===== src/rtl/keypad_pkg.sv =====
// keypad_pkg: shared types and constants for the 4x4 keypad scanner.
//   kp_state_t    - scanner FSM states
//   lo_idx_t      - result of onehot_lo_idx (valid flag + row index)
//   KEY_MAP       - hex digit for each [row][col] switch position
//   onehot_lo_idx - index of the single low bit of an active-low row pattern
package keypad_pkg;

  typedef enum logic [1:0] {
    SCAN,
    DEBOUNCE,
    HELD,
    RELEASE
  } kp_state_t;

  typedef struct packed {
    logic       valid;
    logic [1:0] idx;
  } lo_idx_t;

  // Keypad legend, indexed [row][col].
  localparam logic [3:0] KEY_MAP [4][4] = '{
    '{4'h1, 4'h2, 4'h3, 4'hA},
    '{4'h4, 4'h5, 4'h6, 4'hB},
    '{4'h7, 4'h8, 4'h9, 4'hC},
    '{4'hE, 4'h0, 4'hF, 4'hD}
  };

  // Zero or several low rows is not a single key, so valid stays 0.
  function automatic lo_idx_t onehot_lo_idx(input logic [3:0] v);
    lo_idx_t r;
    r = '{valid: 1'b0, idx: 2'd0};
    case (v)
      4'b1110: r = '{valid: 1'b1, idx: 2'd0};
      4'b1101: r = '{valid: 1'b1, idx: 2'd1};
      4'b1011: r = '{valid: 1'b1, idx: 2'd2};
      4'b0111: r = '{valid: 1'b1, idx: 2'd3};
      default: r = '{valid: 1'b0, idx: 2'd0};
    endcase
    return r;
  endfunction

endpackage


===== src/rtl/keypad_scanner_sync2.sv =====
// sync2: two-flop synchronizer for asynchronous inputs.
//   clk   - destination clock
//   rst_n - asynchronous active-low reset, loads RST_VAL into both flops
//   d     - asynchronous input bus
//   q     - synchronized output (2 cycles of latency)
module sync2 #(
  parameter int               WIDTH   = 1,
  parameter logic [WIDTH-1:0] RST_VAL = '0
) (
  input  logic             clk,
  input  logic             rst_n,
  input  logic [WIDTH-1:0] d,
  output logic [WIDTH-1:0] q
);

  logic [WIDTH-1:0] meta_q;
  logic [WIDTH-1:0] sync_q;

  always_ff @(posedge clk or negedge rst_n) begin
    if (!rst_n) begin
      meta_q <= RST_VAL;
      sync_q <= RST_VAL;
    end else begin
      meta_q <= d;
      sync_q <= meta_q;
    end
  end

  assign q = sync_q;

endmodule


===== src/rtl/keypad_scanner.sv =====
// keypad_scanner: scans a 4x4 active-low matrix keypad, debounces press and
// release, decodes each accepted press to a hex digit and keeps the two most
// recent digits for the display stage downstream.
//   clk       - system clock
//   reset_n   - asynchronous active-low reset
//   rows      - keypad rows, active-low, asynchronous to clk
//   cols      - column drive, active-low, exactly one bit low
//   key       - digit of the last accepted press
//   key_valid - one-cycle pulse when key/s0/s1 update
//   s0, s1    - newest and previous digit
// Build option: define KEYPAD_REPEAT_EN to re-emit a held key every
// REPEAT_CYCLES cycles.
module keypad_scanner
  import keypad_pkg::*;
#(
  parameter int SCAN_DIV        = 50000,
  parameter int DEBOUNCE_CYCLES = 100000,
  parameter int REPEAT_CYCLES   = 25000000
) (
  input  logic       clk,
  input  logic       reset_n,
  input  logic [3:0] rows,
  output logic [3:0] cols,
  output logic [3:0] key,
  output logic       key_valid,
  output logic [3:0] s0,
  output logic [3:0] s1
);

  localparam int SW = (SCAN_DIV > 1) ? $clog2(SCAN_DIV) : 1;
  localparam int DW = (DEBOUNCE_CYCLES > 1) ? $clog2(DEBOUNCE_CYCLES) : 1;
  localparam logic [SW-1:0] SCAN_LAST = SW'(SCAN_DIV - 1);
  localparam logic [DW-1:0] DB_LAST   = DW'(DEBOUNCE_CYCLES - 1);

  logic [3:0] rs;

  sync2 #(.WIDTH(4), .RST_VAL(4'hF)) u_rows_sync (
    .clk   (clk),
    .rst_n (reset_n),
    .d     (rows),
    .q     (rs)
  );

  kp_state_t     state_q,     state_d;
  logic [1:0]    col_idx_q,   col_idx_d;
  logic [SW-1:0] scan_cnt_q,  scan_cnt_d;
  logic [DW-1:0] db_cnt_q,    db_cnt_d;
  logic [3:0]    row_pat_q,   row_pat_d;
  logic [1:0]    row_idx_q,   row_idx_d;
  logic [3:0]    key_q,       key_d;
  logic          key_valid_q, key_valid_d;
  logic [3:0]    s0_q,        s0_d;
  logic [3:0]    s1_q,        s1_d;
  logic          emit;
  lo_idx_t       hit;

`ifdef KEYPAD_REPEAT_EN
  localparam int RW = (REPEAT_CYCLES > 1) ? $clog2(REPEAT_CYCLES) : 1;
  localparam logic [RW-1:0] REP_LAST = RW'(REPEAT_CYCLES - 1);
  logic [RW-1:0] rep_cnt_q, rep_cnt_d;
`endif

  always_comb begin
    // NOTE: every signal gets its default before the case so no path leaves it unassigned (no latch).
    state_d     = state_q;
    col_idx_d   = col_idx_q;
    scan_cnt_d  = scan_cnt_q;
    db_cnt_d    = db_cnt_q;
    row_pat_d   = row_pat_q;
    row_idx_d   = row_idx_q;
    key_d       = key_q;
    s0_d        = s0_q;
    s1_d        = s1_q;
    key_valid_d = 1'b0;
    emit        = 1'b0;
    hit         = onehot_lo_idx(rs);
`ifdef KEYPAD_REPEAT_EN
    rep_cnt_d   = rep_cnt_q;
`endif

    case (state_q)
      SCAN: begin
        if (scan_cnt_q == SCAN_LAST) begin
          scan_cnt_d = '0;
          if (hit.valid) begin
            // Column stays parked on the pressed key while it is debounced.
            row_pat_d = rs;
            row_idx_d = hit.idx;
            db_cnt_d  = '0;
            state_d   = DEBOUNCE;
          end else begin
            col_idx_d = col_idx_q + 2'd1;
          end
        end else begin
          scan_cnt_d = scan_cnt_q + 1'b1;
        end
      end

      DEBOUNCE: begin
        if (rs != row_pat_q) begin
          db_cnt_d  = '0;
          col_idx_d = col_idx_q + 2'd1;
          state_d   = SCAN;
        end else if (db_cnt_q == DB_LAST) begin
          db_cnt_d = '0;
          emit     = 1'b1;
          state_d  = HELD;
        end else begin
          db_cnt_d = db_cnt_q + 1'b1;
        end
      end

      HELD: begin
        // Any other key pressed now just keeps us here until all rows are high.
        if (rs == 4'hF) begin
          db_cnt_d = '0;
          state_d  = RELEASE;
        end
`ifdef KEYPAD_REPEAT_EN
        else if (rep_cnt_q == REP_LAST) begin
          rep_cnt_d = '0;
          emit      = 1'b1;
        end else begin
          rep_cnt_d = rep_cnt_q + 1'b1;
        end
`endif
      end

      RELEASE: begin
        if (rs != 4'hF) begin
          db_cnt_d = '0;
          state_d  = HELD;
        end else if (db_cnt_q == DB_LAST) begin
          db_cnt_d  = '0;
          col_idx_d = col_idx_q + 2'd1;
          state_d   = SCAN;
        end else begin
          db_cnt_d = db_cnt_q + 1'b1;
        end
      end

      default: state_d = SCAN;
    endcase

    if (emit) begin
      key_d       = KEY_MAP[row_idx_q][col_idx_q];
      s1_d        = s0_q;
      s0_d        = key_d;
      key_valid_d = 1'b1;
    end

`ifdef KEYPAD_REPEAT_EN
    // Held at zero outside HELD, so entering HELD always starts a fresh interval.
    if (state_d != HELD) rep_cnt_d = '0;
`endif
  end

  // NOTE: sequential state uses non-blocking assignments so every flop samples pre-edge values.
  always_ff @(posedge clk or negedge reset_n) begin
    if (!reset_n) begin
      state_q     <= SCAN;
      col_idx_q   <= 2'd0;
      scan_cnt_q  <= '0;
      db_cnt_q    <= '0;
      row_pat_q   <= 4'hF;
      row_idx_q   <= 2'd0;
      key_q       <= 4'h0;
      key_valid_q <= 1'b0;
      s0_q        <= 4'h0;
      s1_q        <= 4'h0;
`ifdef KEYPAD_REPEAT_EN
      rep_cnt_q   <= '0;
`endif
    end else begin
      state_q     <= state_d;
      col_idx_q   <= col_idx_d;
      scan_cnt_q  <= scan_cnt_d;
      db_cnt_q    <= db_cnt_d;
      row_pat_q   <= row_pat_d;
      row_idx_q   <= row_idx_d;
      key_q       <= key_d;
      key_valid_q <= key_valid_d;
      s0_q        <= s0_d;
      s1_q        <= s1_d;
`ifdef KEYPAD_REPEAT_EN
      rep_cnt_q   <= rep_cnt_d;
`endif
    end
  end

  assign cols      = ~(4'b0001 << col_idx_q);
  assign key       = key_q;
  assign key_valid = key_valid_q;
  assign s0        = s0_q;
  assign s1        = s1_q;

endmodule


===== config.mk =====
export PLATFORM = sky130hd
export DESIGN_NAME = keypad_scanner
export DESIGN_NICKNAME = d
export VERILOG_FILES = /design/src/rtl/keypad_pkg.sv /design/src/rtl/keypad_scanner_sync2.sv /design/src/rtl/keypad_scanner.sv
export SDC_FILE = /design/constraint.sdc
export NUM_CORES = 1
export LEC_CHECK = 0
export ABC_CLOCK_PERIOD_IN_PS = 6550
export CORE_MARGIN = 5
export CORE_UTILIZATION = 63
export CTS_CLUSTER_SIZE = 30
export DETAILED_ROUTE_END_ITERATION = 7
export PLACE_DENSITY = 0.88
export SLEW_MARGIN = 20
export SYNTH_ARGS = -nofsm -noshare
export SYNTH_HDL_FRONTEND = slang
export SYNTH_SLANG_ARGS = --single-unit

===== constraint.sdc =====
create_clock -name clk -period 6.55 [get_ports clk]
set_clock_uncertainty 0.2 [all_clocks]
set_input_delay 1.31 -clock clk [delete_from_list [all_inputs] [get_ports clk]]
set_output_delay 1.31 -clock clk [all_outputs]
set_load 0.01 [all_outputs]

After elaboration in Yosys (flattened, before gate mapping). Index checks and enable logic that the tools add are counted.

Flip-flop bits (word level): 60. Bits in latches: 0. RAM bits: 0. Bits in read-only memories: 0. Input port bits: 6. Output and inout port bits: 17. Memories: 0.

$add $sub $neg: 3. Multipliers: 0. Div/mod/pow operators: 0. Magnitude comparators: 2. Equality and inequality tests: 21. Shift operators: 1. Multiplexer cells: 33. Bitwise logic cells: 3. Reduce and logical (&&, ||, !) cells: 6.

Operator list (count): $mux 17 (6); $pmux 17 s4 (1); $mux 16 (3); $bmux 16 s2 (1); $mux 2 (12); $add 17x1->17 const B (1); $eq 17x17->1 const B (1); $add 16x1->16 const B (1); $eq 16x16->1 const B (1); $eq 4x4->1 const B (4); $ne 2x2->1 const B (7); $pmux 3 s4 (1); $bmux 4 s2 (1); $mux 4 (2); $pmux 2 s4 (1); $ge 3x3->1 const B (2); $ne 3x3->1 const B (2); $not 2->3 (2); $pmux 2 s3 (1); $reduce_and 3->1 (2); $reduce_and 6->1 (1); $reduce_and 5->1 (1); $eq 2x2->1 const B (2); $eq 4x3->1 const B (1); other kinds (9) (12).

Longest topological paths before layout. Gate-level depths: netlist of run 1.

Depth after elaboration: 7. Gate-level depth with buffers: 9. Gate-level depth less buffers: 6.

By module. Synthesis of run 1 repeated with hierarchy kept, for this count alone.

Cells, all modules: 309. Area total of the unflattened synthesis: 3180.6 um^2.

By module, submodules not included: keypad_scanner (times used 1, cells each 301, area an instance 2970.3 um^2); sync2 (times used 1, cells each 8, area an instance 210.2 um^2).

Least setup slack after synthesis of run 1. OpenSTA, ideal clock, no wires.

Path type: reg-to-output. Start: reg col_idx_q[0]. End: out cols[0]. Arrival time: 996 ps. Data required time: 5040 ps. Slack: 4044 ps. Stages on the path, launching flop included: 5. Path buffers: 1. Cell sequence: dfrtp_1 > clkbuf_1 > inv_1 > ha_1 > inv_1.

Cells in the longest elaborated chain, start to end: 2.

Ends and longest elaborated chain: from (decl) (line keypad_scanner.sv:45) `logic [1:0] col_idx_q, col_idx_d;`; from (signal assigned) (line keypad_scanner.sv:176) `col_idx_q <= col_idx_d;`; $shl 1x2->4 (line keypad_scanner.sv:191) `assign cols = ~(4'b0001 << col_idx_q);`; $not 4->4 (line keypad_scanner.sv:191); to (decl) (line keypad_scanner.sv:23) `output logic [3:0] cols,`.

No other way between the ends.

Final worst setup path of run 1. Ends and elaborated chain as after synthesis.

==> summary.md, run 1 <==
| Metric | Value |
|---|---|
| Final count of pins violating max slew | `0` |
| Horiz. Die Dim | `82.5 um` |
| CTS Root Cell | `sky130_fd_sc_hd__clkbuf_8` |
| Number of enable-type register cells in the synthesized netlist | `0` |
| Final-layout fill cell count | `384` |
| Mux contribution to synthesized area | `between 5 and 6%` |
| Global Route Usage Sum | `20.6%` |
| R2R depth | `5` |
| Unrepaired setup endpoints after global routing | `false` |
| Number of iterations in the first detailed-routing pass | `5` |
| CTS resizes | `0` |
| Number of buffers inserted by port buffering | `22` |
| Number of rows in the core area | `26` |
| Most common cell after layout, fill and taps aside | `sky130_fd_sc_hd__dfrtp_1` |
| Area of combinational cells with multiple inputs | `1620 um2` |
| Final weighted congestion of routability-driven global placement | `~0.81` |
| Required time of the critical path | `5040 ps` |
| First-pass GRT wire length | `10.7 mm` |
| Number of warnings reported in the yosys synthesis log | `0` |
| Clock Sink Count | `60` |
| GRT overflow | `0` |
| Post-synth net total | `347` |
| Compound-Gate Fraction of Synth Area | `16.8%` |
| Setup_tns | `0 ps` |
| Main combinational cell family by area after synthesis | `simple AND/OR/NAND/NOR gates` |
| Number of antenna-violating nets in the routed design | `0` |
| Crit share post-route | `between 50 and 60%` |
| Adder-cell share of the synthesized area | `2.27%` |
| Detail-routed via count per cell | `6.16` |
| Status | `complete, no violations` |
| HPWL after detailed placement | `4.28 mm` |
| Net count reported at finish | `357` |
| Count of buffers added by post-CTS timing repair for setup | `0` |
| Inserted Clock Buffers | `9` |
| Top FF cell, synth | `sky130_fd_sc_hd__dfrtp_1` |
| Post-synthesis cell type count | `between 50 and 60` |
| Most area-consuming cells after synthesis | `sky130_fd_sc_hd__dfrtp_1 36%, sky130_fd_sc_hd__dfstp_2 9.5%, sky130_fd_sc_hd__mux2_2 4.4%, sky130_fd_sc_hd__nand2_1 3.7%, sky130_fd_sc_hd__o21ai_0 3.5%` |
| Relative area change from synthesis to final layout | `10.4%` |
| Number of max-cap violations | `0` |
| Die height | `approximately 82 um` |
| Xor and xnor fraction of the mapped netlist area | `2.91%` |
| Worst-case hold path end point | `u_rows_sync.q[0]$_DFF_PN1_` |
| Async set-reset flop share out of synthesis | `100%` |
| Share of the synthesized area in the top cell type | `36.3%` |
| Number of antenna cells inserted | `0` |
| Starting utilization of the core area | `64.8%` |
| Worst hold path depth | `0` |
| Beginning of the worst hold path | `u_rows_sync.meta_q[0]$_DFF_PN1_` |
| Detailed Route WL | `6.37 mm` |
| Simple-gate share of the synthesized area | `a little over a fifth` |
| Initial drt markers | `213` |
| TritonCTS clock tree | `built` |
| Number of buffers between clock root and the deepest sink | `2` |
| H-tree depth | `3` |
| Minimum setup slack among reg-to-reg paths | `between 3000 and 4000 ps` |
| Via count | `~2600` |
| Sequential element share of the synthesized area | `45.8%` |
| Static Leakage | `roughly 1.5 nW` |
| Slew @ Worst Pin | `841 ps` |
| Reg-to-Reg Start | `u_rows_sync.q[2]$_DFF_PN1_` |
| Tmin final | `3310 ps` |
| Crit path arrival time | `1800 ps` |
| Setup Viol. Count Final | `0` |
| Area of the core | `about 5000 um2` |
| Largest net degree at the start of global routing | `61` |
| Clock-pin transition on the worst setup and hold timing paths | `60 ps` |
| Maximum clock frequency | `0.302 GHz` |
| P per Cell Area | `186 nW/um2` |
| Flop and latch count out of synthesis | `60` |
| Share of final-layout standard cells stronger than drive strength 1 | `14.6%` |
| Area taken by flip-flops and latches | `1520 um2` |
| IO Count | `23` |
| Leading cell types in the layout, fill and taps excluded | `48 x sky130_fd_sc_hd__dfrtp_1, 33 x sky130_fd_sc_hd__nand2_1, 23 x sky130_fd_sc_hd__o21ai_0, 21 x sky130_fd_sc_hd__clkdlybuf4s50_1` |
| Number of hold violations in the final report | `0` |
| Via count of the first global-routing pass | `2353` |
| Summed instance area of the synthesized netlist | `about 3300 um2` |
| Number of buffers inserted by hold repair at cts | `0` |
| Worst R2R End | `db_cnt_q[15]$_DFFE_PN0P_` |
| Critical path fanouts, max | `9` |
| Share of the core filled with cells in the final layout | `between 70% and 80%` |
| Worst VDD drop | `0.000170 V` |
| Total DRC errors in the routed layout | `0` |
| Number of antenna violations at the first check in global routing | `0` |
| Slew HR | `43.7%` |
| Critical Path Source Type | `flip-flop` |
| Capturing element type of the critical path | `primary output` |
| Total Die Area | `between 6000 and 7000 um2` |
| Gate count of the mapped netlist | `approximately 340` |
| Final routed wire length divided by cell count | `15.2 um` |
| Worst-Skew Late Latency | `340 ps` |
| Post-synthesis area per instance | `between 9 and 10 um2` |
| Cell accounting for the most synthesized area | `sky130_fd_sc_hd__dfrtp_1` |
| HP Class | `flip-flop to flip-flop` |
| Classification of the worst setup path | `flip-flop to primary output` |
==> where the power goes <==
part           internal, mW  switching (mW)  total, mW
combinational       0.00590          0.0104     0.0163
sequential            0.375         0.00394      0.379
clock                 0.145           0.139      0.284
==> registers in the layout (all words and copies together), names as in the netlist <==
signal and cells:
scan_cnt_q 16, u_rows_sync.meta_q 4, key_valid 1, col_idx_q 2, s0 4, db_cnt_q 17, row_idx_q 2, u_rows_sync.q 4
state_q 2, row_pat_q 4, s1 4
==> layout make-up <==
type,instances,share of cell area (%)
flip-flops and latches,60,41.5
repair buffers,23,6.10
clock buffers,11,3.87
clock inverters,5,0.753
multi-input cells,242,44.5
well taps,70,2.40
inverters,9,0.925
==> worst max-delay path, stage by stage, from the launching register on <==
cell and delay [ps]:
sky130_fd_sc_hd__dfrtp_1 510, sky130_fd_sc_hd__inv_1 160, sky130_fd_sc_hd__ha_1 220, sky130_fd_sc_hd__inv_1 50
sky130_fd_sc_hd__clkdlybuf4s50_1 530
==> through the flow <==
step | hold WS [ps] | cells | power [mW] | worst slack, ps | instance area [um2]
2_1_floorplan | 145 | 335 | 0.392 | 4040 | 3310
3_3_place_gp | 146 | 404 | 0.402 | 3660 | 3480
3_5_place_dp | 147 | 404 | 0.403 | 3590 | 3480
4_1_cts | 150 | 420 | 0.688 | 3210 | 3650
5_1_grt | 152 | 420 | 0.706 | 3120 | 3650
6_report | 150 | 420 | 0.680 | 3240 | 3650
==> layer usage <==
metal / part of all wire, % / GRT usage [%]
met4: 1.6 / 8.82
met5: 0 / 0
met1: 46 / 26.9
met3: 5.8 / 4.77
met2: 47 / 32.9
==> worst max-delay path by stage <==
stage                             start  endpoint  slack [ps]  depth (start not counted)
5_1_grt        col_idx_q[0]$_DFFE_PN0P_   cols[0]        3120                          4
3_5_place_dp   col_idx_q[0]$_DFFE_PN0P_   cols[0]        3590                          4
2_1_floorplan  col_idx_q[0]$_DFFE_PN0P_   cols[0]        4040                          4
4_1_cts        col_idx_q[0]$_DFFE_PN0P_   cols[0]        3210                          4
3_3_place_gp   col_idx_q[0]$_DFFE_PN0P_   cols[2]        3660                          4
6_report       col_idx_q[0]$_DFFE_PN0P_   cols[0]        3240                          4
==> cell families (layout without fill, tap and decap cells) <==
group | after synthesis | after routing
flops | 60 | 60
compound gates | 81 | 81
buf+inv | 33 | 48
mux | 16 | 16
xor+xnor | 11 | 11
simple gates | 128 | 128
fa+ha+maj | 6 | 6
==> cells in the mapped netlist, drive strengths merged (2+ instances only) <==
cell / n
and4: 5
a211oi: 6
ha: 6
and2: 6
a21oi: 11
or2: 3
a22o: 4
dfstp: 12
a221o: 9
and3b: 2
nor3: 13
a21o: 5
or3: 3
xnor2: 6
nor2b: 5
buf: 15
dfrtp: 48
inv: 9
mux2: 14
o21ai: 23
nor3b: 2
a31oi: 5
nor4: 6
o31ai: 6
nand3: 12
xor2: 5
nand4: 7
mux2i: 2
nor2: 13
nor4b: 4
and3: 8
nand2b: 2
o311ai: 2
clkbuf: 9
nand2: 35
No activity file was read; power rests on OpenSTA's default activity.
==> run 2: changes to the inputs <==
ABC_CLOCK_PERIOD_IN_PS = 3200   (was 6550)
CORE_UTILIZATION = 59   (was 63)
PLACE_DENSITY = 0.83   (was 0.88)
clock period = 3.2 ns   (was 6.55 ns; I/O delays follow)
==> run 2 against run 1 <==
Effect of this change: the flow now finishes with violations (hold timing); clock power rose by 140%; first-iteration DRC count fell by 47%; wire length rose by 7.4%; utilization fell by 3.5 points; highest routed layer unchanged.
==> summary.md, run 2 (synthesized netlist as in run 1, its figures left out) <==
| Metric | Value |
|---|---|
| Status | `complete, but fails checks` |
| Violations in the final reports | `hold timing` |
| Minimum setup slack among reg-to-reg paths | `440 ps` |
| P per Cell Area | `402 nW/um2` |
| GRT overflow | `0` |
| Number of buffers inserted by hold repair at cts | `0` |
| Detailed Route WL | `6.84 mm` |
| Final routed wire length divided by cell count | `about 16 um` |
| Number of antenna violations at the first check in global routing | `0` |
| Count of buffers added by post-CTS timing repair for setup | `0` |
| Final count of pins violating max slew | `0` |
| Non-Filler Instances | `427` |
| Unrepaired setup endpoints after global routing | `false` |
| TritonCTS clock tree | `built` |
| IO Count | `23` |
| Slew @ Worst Pin | `660 ps` |
| Number of placed instances, taps included | `411` |
| Via count | `2648` |
| Area after detailed placement | `3520 um2` |
| H-tree depth | `3` |
| Part of the total power dissipated in combinational logic | `2.4%` |
| Share of total power in sequential cells | `51.9%` |
| CTS resizes | `0` |
| Total DRC errors in the routed layout | `0` |
| Via count of the first global-routing pass | `2579` |
| Crit path arrival time | `2790 ps` |
| Number of antenna cells inserted | `0` |
| Setup Viol. Count Final | `0` |
| Number of antenna-violating nets in the routed design | `0` |
| Worst VDD drop | `0.000256 V` |
| Number of buffers inserted by port buffering | `22` |
| Final cell area excluding filler cells | `3720 um2` |
| Maximum clock frequency | `between 0.3 and 0.4 GHz` |
| HP Class | `primary input to asynchronous set/reset pin` |
| Capturing element type of the critical path | `flip-flop` |
| Power dissipated by switching net loads | `315 uW` |
| Total Die Area | `approximately 7200 um2` |
| Static Leakage | `1.57 nW` |
| Crit share post-route | `86.3%` |
| Clock-pin transition on the worst setup and hold timing paths | `70 ps` |
| Net count reported at finish | `362` |
| Slew HR | `56.0%` |
| Largest net degree at the start of global routing | `28` |
| Number of flip-flops in the largest register | `17` |
| Worst-Skew Late Latency | `roughly 340 ps` |
| Share of final-layout standard cells stronger than drive strength 1 | `15.2%` |
| Worst Setup Slack, final | `438 ps` |
| Reg-to-Reg Start | `scan_cnt_q[4]$_DFFE_PN0P_` |
| Number of iterations in the first detailed-routing pass | `4` |
| R2R depth | `5` |
| Number of rows in the core area | `27` |
| Leading cell types in the layout, fill and taps excluded | `48 x sky130_fd_sc_hd__dfrtp_1, 33 x sky130_fd_sc_hd__nand2_1, 23 x sky130_fd_sc_hd__o21ai_0, 21 x sky130_fd_sc_hd__clkdlybuf4s50_1` |
| Starting utilization of the core area | `between 60% and 70%` |
| Critical Path Source Type | `flip-flop` |
| Detail-routed via count per cell | `6.20` |
| Initial drt markers | `112` |
| Worst R2R End | `db_cnt_q[4]$_DFFE_PN0P_` |
| Inserted Clock Buffers | `9` |
| Area of the core | `5470 um2` |
| Horiz. Die Dim | `84.9 um` |
| Classification of the worst setup path | `flip-flop to flip-flop` |
| Power share of the clock group | `45.7%` |
| Critical path fanouts, max | `16` |
| Registers with the most flip-flops | `db_cnt_q (17), scan_cnt_q (16)` |
| Clock Sink Count | `60` |
| HPWL after detailed placement | `about 4.7 mm` |
| Final weighted congestion of routability-driven global placement | `0.870` |
| Setup_tns | `0 ps` |
| Register bank with the most flops | `db_cnt_q` |
| Number of max-cap violations | `0` |
| CTS Root Cell | `sky130_fd_sc_hd__clkbuf_8` |
| Global Route Usage Sum | `around a fifth` |
| Number of buffers between clock root and the deepest sink | `2` |
| Relative area change from synthesis to final layout | `12.4%` |
| Die height | `roughly 85 um` |
| Number of hold violations in the final report | `1` |
| Cell Int Power | `1.18 mW` |
| Post-route worst hold slack | `-1.28 ps` |
| Worst Setup Slack post-DPL | `roughly 530 ps` |
| First-pass GRT wire length | `11.7 mm` |
| Tmin final | `2760 ps` |
| Required time of the critical path | `3220 ps` |
| Sw Share | `21.0%` |
| Most common cell after layout, fill and taps aside | `sky130_fd_sc_hd__dfrtp_1` |
==> run 2: final cells by class <==
cell class | instances | area (um2)
clock buffer | 14 | 163
timing repair buffer | 28 | 260
sequential | 60 | 1520
multi-input combinational | 242 | 1620
clock inverter | 2 | 35.0
inverter | 9 | 33.8
fill | 434 | 1750
tap | 72 | 90.1
==> run 2: routing by layer <==
layer | vias up | global-route usage [%] | part of all wire, % | wire length (um)
li1 | 1266 | - | - | -
met1 | 1291 | 24.6 | 43 | 2910
met2 | 81 | 34.3 | 51 | 3510
met3 | 10 | 4.47 | 4.8 | 325
met4 | 0 | 9.50 | 1.3 | 90
met5 | - | 0 | 0 | 0
==> run 2: critical path, cell delays in order (launching register included) <==
cell,delay (ps)
sky130_fd_sc_hd__dfrtp_1,440
sky130_fd_sc_hd__nor4b_1,380
sky130_fd_sc_hd__and4_1,570
sky130_fd_sc_hd__nand2b_1,440
sky130_fd_sc_hd__nand2_4,210
sky130_fd_sc_hd__a221o_1,400
==> run 2: how the worst max path moves through the flow <==
stage,startpoint,endpoint,slack [ps],cells after the start
finish,scan_cnt_q[4]$_DFFE_PN0P_,db_cnt_q[4]$_DFFE_PN0P_,440,5
global placement,scan_cnt_q[0]$_DFFE_PN0P_,db_cnt_q[13]$_DFFE_PN0P_,600,6
global route,scan_cnt_q[0]$_DFFE_PN0P_,db_cnt_q[13]$_DFFE_PN0P_,300,6
detailed placement,scan_cnt_q[0]$_DFFE_PN0P_,db_cnt_q[13]$_DFFE_PN0P_,530,6
floorplan,u_rows_sync.q[1]$_DFF_PN1_,s0[0]$_DFFE_PN0P_,980,6
CTS,scan_cnt_q[0]$_DFFE_PN0P_,db_cnt_q[4]$_DFFE_PN0P_,510,6
==> run 2: power by group through the flow <==
stage	sequential, mW	combinational (mW)	clock (mW)
5_1_grt	0.777	0.0418	0.737
4_1_cts	0.777	0.0371	0.696
6_report	0.777	0.0356	0.685
3_5_place_dp	0.790	0.0364	0
3_3_place_gp	0.790	0.0355	0
2_1_floorplan	0.783	0.0188	0
==> run 2: per-stage QoR <==
| step | utilization [%] | total power, mW |
|---|---|---|
| after floorplan | - | 0.802 |
| after global placement | 64.4 | 0.826 |
| after detailed placement | 64.4 | 0.827 |
| after CTS | 68.0 | 1.51 |
| after global routing | 68.0 | 1.56 |
| final | 68.0 | 1.50 |
